### config.mk
export PLATFORM = sky130hd
export DESIGN_NAME = par_to_serial
export DESIGN_NICKNAME = d
export VERILOG_FILES = /design/src/rtl/p2s_pkg.sv /design/src/rtl/p2s_shifter.sv /design/src/rtl/par_to_serial.sv
export SDC_FILE = /design/constraint.sdc
export NUM_CORES = 1
export LEC_CHECK = 0
export CAP_MARGIN = 10
export CORE_MARGIN = 2
export CORE_UTILIZATION = 54
export CTS_CLUSTER_SIZE = 24
export DETAILED_ROUTE_END_ITERATION = 10
export PLACE_DENSITY = 0.82
export SYNTH_ARGS = -nofsm -noshare
export SYNTH_HDL_FRONTEND = slang
export SYNTH_SLANG_ARGS = --single-unit
export TNS_END_PERCENT = 1
### constraint.sdc
create_clock -name clk_8f -period 4.1 [get_ports clk_8f]
set_input_delay 0.82 -clock clk_8f [delete_from_list [all_inputs] [get_ports clk_8f]]
set_output_delay 0.82 -clock clk_8f [all_outputs]
set_load 0.02 [all_outputs]
### src/rtl/p2s_pkg.sv
// Shared constants and state encoding for the parallel-to-serial transmitter.
package p2s_pkg;
  localparam logic [7:0] COM_CHAR   = 8'hBC;
  localparam int         FRAME_BITS = 8;

  typedef enum logic [1:0] {
    OFF    = 2'd0,
    TRAIN  = 2'd1,
    ACTIVE = 2'd2
  } p2s_state_e;
endpackage

### src/rtl/p2s_shifter.sv
// Frame-wide load/shift register; MSB is the serial line.
module p2s_shifter
  import p2s_pkg::*;
(
  input  logic                  clk_8f,
  input  logic                  rst,
  input  logic                  load,
  input  logic                  shift,
  input  logic                  clear,
  input  logic [FRAME_BITS-1:0] din,
  output logic                  msb
);
  logic [FRAME_BITS-1:0] sr_q, sr_d;

  // clear beats load beats shift
  always_comb begin
    sr_d = sr_q;
    if (clear)      sr_d = '0;
    else if (load)  sr_d = din;
    else if (shift) sr_d = {sr_q[FRAME_BITS-2:0], 1'b0};
  end

  always_ff @(posedge clk_8f or posedge rst) begin
    if (rst) sr_q <= '0;
    else     sr_q <= sr_d;
  end

  assign msb = sr_q[FRAME_BITS-1];
endmodule

### src/rtl/par_to_serial.sv
// Byte-to-serial transmitter with COM training and idle fill.
// Define P2S_TX_CNT_EN to add the saturating tx_byte_cnt statistics output.
module par_to_serial
  import p2s_pkg::*;
#(
  parameter int TRAIN_COMS = 4
) (
  input  logic        clk_8f,
  input  logic        rst,
  input  logic        enb,
  input  logic [7:0]  data_in,
  input  logic        valid_in,
  output logic        in_ready,
  output logic        data_out,
`ifdef P2S_TX_CNT_EN
  output logic [15:0] tx_byte_cnt,
`endif
  output logic        link_up
);
  localparam logic [3:0] LAST_COM = 4'(TRAIN_COMS - 1);

  p2s_state_e state_q, state_d;
  logic [2:0] bit_cnt_q, bit_cnt_d;
  logic [3:0] com_cnt_q, com_cnt_d;
  logic       link_up_q, link_up_d;
  logic       load_edge;
  logic [7:0] sr_din;

  assign load_edge = enb && (bit_cnt_q == 3'd7);
  assign in_ready  = load_edge && (state_q == ACTIVE);

  always_comb begin
    state_d   = state_q;
    bit_cnt_d = bit_cnt_q;
    com_cnt_d = com_cnt_q;
    sr_din    = COM_CHAR;
    if (!enb) begin
      state_d   = OFF;
      bit_cnt_d = 3'd7;
      com_cnt_d = 4'd0;
    end else begin
      bit_cnt_d = bit_cnt_q + 3'd1;
      if (load_edge) begin
        case (state_q)
          OFF: begin
            com_cnt_d = 4'd1;
            state_d   = (TRAIN_COMS == 1) ? ACTIVE : TRAIN;
          end
          TRAIN: begin
            com_cnt_d = com_cnt_q + 4'd1;
            if (com_cnt_q == LAST_COM) state_d = ACTIVE;
          end
          ACTIVE: if (valid_in) sr_din = data_in;
          default: state_d = OFF;
        endcase
      end
    end
    link_up_d = (state_d == ACTIVE);
  end

  always_ff @(posedge clk_8f or posedge rst) begin
    if (rst) begin
      state_q   <= TRAIN;
      bit_cnt_q <= 3'd7;
      com_cnt_q <= 4'd0;
      link_up_q <= 1'b0;
    end else begin
      state_q   <= state_d;
      bit_cnt_q <= bit_cnt_d;
      com_cnt_q <= com_cnt_d;
      link_up_q <= link_up_d;
    end
  end

  assign link_up = link_up_q;

  p2s_shifter u_shifter (
    .clk_8f (clk_8f),
    .rst    (rst),
    .load   (load_edge),
    .shift  (enb && !load_edge),
    .clear  (!enb),
    .din    (sr_din),
    .msb    (data_out)
  );

`ifdef P2S_TX_CNT_EN
  logic [15:0] tx_cnt_q, tx_cnt_d;

  always_comb begin
    tx_cnt_d = tx_cnt_q;
    if (!enb)                                             tx_cnt_d = 16'd0;
    else if (in_ready && valid_in && tx_cnt_q != 16'hFFFF) tx_cnt_d = tx_cnt_q + 16'd1;
  end

  always_ff @(posedge clk_8f or posedge rst) begin
    if (rst) tx_cnt_q <= 16'd0;
    else     tx_cnt_q <= tx_cnt_d;
  end

  assign tx_byte_cnt = tx_cnt_q;
`endif
endmodule
## After elaboration in Yosys (flattened, before gate mapping)

Cells that the tools add are included.

| word-level totals | value |
|---|---|
| memories kept | 0 |
| logic and storage cells | 34 |
| ROM bits | 0 |
| bits in latches | 0 |
| bits of input ports | 12 |
| RAM bits | 0 |
| output and inout bits | 3 |
| register bits | 18 |

| cells by class | value |
|---|---|
| reductions and logical operators | 6 |
| bitwise operators | 0 |
| $mul | 0 |
| eq/ne operators | 8 |
| multiplexer cells | 13 |
| shift operators | 0 |
| $lt $le $gt $ge | 0 |
| divide/modulo/power cells | 0 |
| $add $sub $neg | 2 |

Operators by type and width:

| cell | count |
|---|---|
| two-way mux 8 bit | 5 |
| two-way mux 4 bit | 2 |
| one-hot mux 4 bit (2 select lines) | 1 |
| two-way mux 2 bit | 3 |
| != test 3 x 1 -> 1 bit, second input constant | 2 |
| one-hot mux 2 bit (3 select lines) | 1 |
| adder 4 x 1 -> 4 bit, second input constant | 1 |
| equality test 2 bit, second input constant | 2 |
| equality test 4 x 2 -> 1 bit, second input constant | 1 |
| adder 3 x 1 -> 3 bit, second input constant | 1 |
| equality test 3 bit, second input constant | 1 |
| logical AND 1 bit | 3 |
| two-way mux 3 bit | 1 |
| equality test 2 x 1 -> 1 bit, second input constant | 1 |
| logical NOT 2 bit | 1 |
| != test 2 x 1 -> 1 bit, second input constant | 1 |
| AND reduction 2 bit | 1 |
| logical NOT 1 bit | 1 |

## Logic depth before layout (Yosys ltp)

| depth | value |
|---|---|
| depth after elaboration | 7 |
| gate-level depth with buffers | 6 |
| gate-level depth less buffers | 5 |

## Modules after synthesis

A second synthesis with hierarchy kept.

| unflattened totals | value |
|---|---|
| cells, all modules | 95 |
| area, all modules | 989.7 um^2 |

By module, submodules not included:

| module | cells each | instances | seq. area each (um^2) | area each (um^2) |
|---|---|---|---|---|
| par_to_serial | 59 | 1 | 255.2 | 576.8 |
| p2s_shifter | 36 | 1 | 200.2 | 412.9 |

## Worst setup path before layout

OpenSTA, ideal clock, no wires.

| timing path | value |
|---|---|
| path kind | flip-flop to output port |
| start point | register bit_cnt_q[0] |
| end point | output port in_ready |
| path buffers | 0 |
| slack | 1.848 ns |
| stages on the path, launching flop included | 5 |
| arrival time | 1.432 ns |
| data required time | 3.280 ns |
| cells stage by stage | dfstp_2 ha_1 ha_1 nand2_1 nor3_1 |

| between the ends | value |
|---|---|
| longest elaborated chain between the ends | 3 |

RTL lines:

| item | line | RTL |
|---|---|---|
| from (decl) | par_to_serial.sv:23 | `logic [2:0] bit_cnt_q, bit_cnt_d;` |
| from (signal assigned) | par_to_serial.sv:69 | `bit_cnt_q <= bit_cnt_d;` |
| equality test 3 bit | par_to_serial.sv:29 | `assign load_edge = enb && (bit_cnt_q == 3'd7);` |
| logical AND 1 bit | par_to_serial.sv:29 |  |
| logical AND 1 bit | par_to_serial.sv:30 | `assign in_ready = load_edge && (state_q == ACTIVE);` |
| to (decl) | par_to_serial.sv:13 | `output logic in_ready,` |

No other way between the ends.

## Worst setup path in the final report

Ends and elaborated chain as after synthesis.

==> out/metrics.yaml <==
finish:
  antenna_cells: 0
  final_core_util_pct: 69.2
  drive_above_1_share_pct: 16.7
  fill_cells: 109
  final_cell_mix: "dfrtp_1, clkdlybuf4s50_1, o221a_1"
  fin_nets: 100
  area_growth_pct: 21.0
synthesis:
  synth_edf_count: 0
  synthSimpleGateAreaFrac_pct: 21.6
  synth_xor_area_share_pct: 0
  ys_dominant_reg_cell: "dfrtp_1"
  synth-compound-area-share_pct: 16.6
  synth_fa_ha_area_share_pct: 4.41
  synth_top_area_share_pct: 41.2
  ys_seq_elements: 18
  yosys.area.top_type: "dfrtp_1"
  synthMuxAreaShare_pct: 0
  syn_avg_cell_area_sq_um: 12.3
  synth_cells: 69
  yosysWarnings: 0
  syn_nets: 84
  ys_types: 30
  ys_async_sr_fraction_pct: 100
  synth_area_leaders: "dfrtp_1, dfstp_2, o221a_1"
  syn_area_sq_um: 851
  synth_top_family_by_area: "simple AND/OR/NAND/NOR gates"
  ys_seq_area_share_pct: 53.5
timing:
  max_freq_ghz: 0.308
  finalCritPeriodShare_pct: 79.2
  tightest_slew_ps: 662
  final.setup.tns_ps: 0
  rsz0062_at_grt: "false"
  slew-limit-headroom_pct: 55.8
  skew_ps: 2.08
  layout_setup_ws_ps: 852
  finalHoldViolations: 0
  slew_violations: 0
  finalCriticalPeriod_ps: 3250
  setup_viol: 0
pwr:
  power_mw: 0.371
  power.switching_mw: 0.0911
  p_int_mw: 0.280
  p_sw_share_pct: 24.6
  sequentialPowerShare_pct: 55.2
  ir_worst_vdd_v: 0.000239
  power_frac_comb_pct: 16.4
  pwr-share-clk_pct: 28.4
  p_leak_nw: 0.453
  p_per_area_nw_per_um2: 360
outcome:
  status: "completed"
route:
  via_count: 566
  first_iter_violations: 8
  first_pass_iters: 3
  route.antenna.remaining_nets: 0
  drc: 0
  wl_um: 1490
  wl_per_cell_um: 14.9
  viasPerCell: 5.66
global_routing:
  grt_max_degree: 21
  antenna_found_initial: 0
  grtUsageTotal_pct: 18.2
  grt_pass1_vias: 535
  grt_overflow: 0
  grt_pass1_wl_um: 2440
critical_path:
  cp_data_arrival_time_ps: 2430
  crit_path_max_fanout: 13
  regToRegStartpoint: "bit_cnt_q[0]"
  critPathCapture: "in_ready"
  ff2ff_path_depth: 5
  crit_type: "reg -> out"
  r2r-end: "link_up"
  crit_path_start: "bit_cnt_q[0]"
  reg2reg_slack_ps: 2230
  cp-start-kind: "flip-flop"
  cp-end-kind: "output port"
  critPathRequiredTime_ps: 3280
die:
  num_rows: 14
  die-width_um: 43.7
  core-area_sq_um: 1490
  die_h_um: 43.7
  ios: 15
  initial_utilization_pct: 57.1
  die_area_sq_um: 1910
clocking:
  cts_buffer_depth: 2
  insertion_delay_ps: 290
  cts_resized: 0
  cts_buffers: 3
  cts_tree: "built"
  cts_setup_buffers: 0
  ctsHoldBuffers: 0
  clockRootBuffer: "clkbuf_4"
  htree_levels: 1
  cts.sinks: 18
  path_clk_slew_ps: 100
placed_design:
  dp_worst_setup_slack_ps: 1070
  routabilityCongestion: 0.758
  io_buffers: 14
  hpwl_um: 1040
worst_hold_path:
  hold_class: "reg -> reg"
  hold_depth: 1
flow_run:
  maxCapViolCount: 0
## synthesized netlist by cell type, types with 2 or more instances
master / instances
buf_2: 2
dfstp_2: 4
o21ai_0: 2
buf_4: 2
o211a_1: 2
nand2b_1: 2
dfrtp_1: 14
a22o_1: 3
a21boi_1: 2
nor2b_1: 3
ha_1: 3
inv_1: 2
nand3_1: 4
o221a_1: 5
nand2_1: 4
## worst min path at each step
stage,to,slack (ps),startpoint
2_1_floorplan,bit_cnt_q[0],430,bit_cnt_q[0]
3_3_place_gp,bit_cnt_q[0],440,bit_cnt_q[0]
3_5_place_dp,bit_cnt_q[0],440,bit_cnt_q[0]
4_1_cts,bit_cnt_q[0],470,bit_cnt_q[0]
5_1_grt,bit_cnt_q[0],480,bit_cnt_q[0]
6_report,bit_cnt_q[0],470,bit_cnt_q[0]
## stage by stage
stage,hold slack (ps),instance area (sq um),cells
after global routing,482,1030,100
after CTS,470,1030,100
after floorplan,431,851,69
after detailed placement,443,993,96
final,465,1030,100
after global placement,442,993,96
## power by group through the flow
stage	combinational, mW	clock (mW)	sequential [mW]
finish	0.0609	0.105	0.205
global route	0.0684	0.116	0.207
CTS	0.0611	0.110	0.205
detailed placement	0.0608	0	0.208
global placement	0.0594	0	0.208
floorplan	0.0456	0	0.204
## routing by layer
| layer | wire (um) | vias up | global-route usage, % | part of all wire (%) |
|---|---|---|---|---|
| li1 | - | 284 | - | - |
| met1 | 740 | 270 | 25.1 | 50 |
| met2 | 663 | 10 | 26.2 | 45 |
| met3 | 68 | 2 | 8.75 | 4.6 |
| met4 | 13 | 0 | 3.64 | 0.88 |
| met5 | 0 | - | 0 | 0 |
## flip-flops by register name, indices dropped and copies added (netlist names)
signal and flops:
u_shifter.sr_q 8, link_up 1, state_q 2, bit_cnt_q 3
com_cnt_q 4
## cell families (layout without fill, tap and decap cells)
group	after synthesis	count (layout)
buffers and inverters	6	21
AND/OR/NAND/NOR	26	26
AO/OA/AOI/OAI	16	16
adder cells (fa/ha/maj)	3	3
flip-flops	18	18
## critical path, cell delays in order (launching register included)
cell             delay (ps)
dfstp_2                 540
ha_1                    150
ha_1                    490
nand2_1                 160
nor3_1                  170
clkdlybuf4s50_1         630
## area by class of cell
type | instances | area (sq um) | share of cell area [%]
sequential | 18 | 455 | 44.2
timing repair buffer | 15 | 148 | 14.3
multi-input combinational | 45 | 363 | 35.2
clock buffer | 4 | 36.3 | 3.52
inverter | 2 | 7.51 | 0.729
tap | 16 | 20.0 | 1.94
Power figures use the tool's default switching activity.
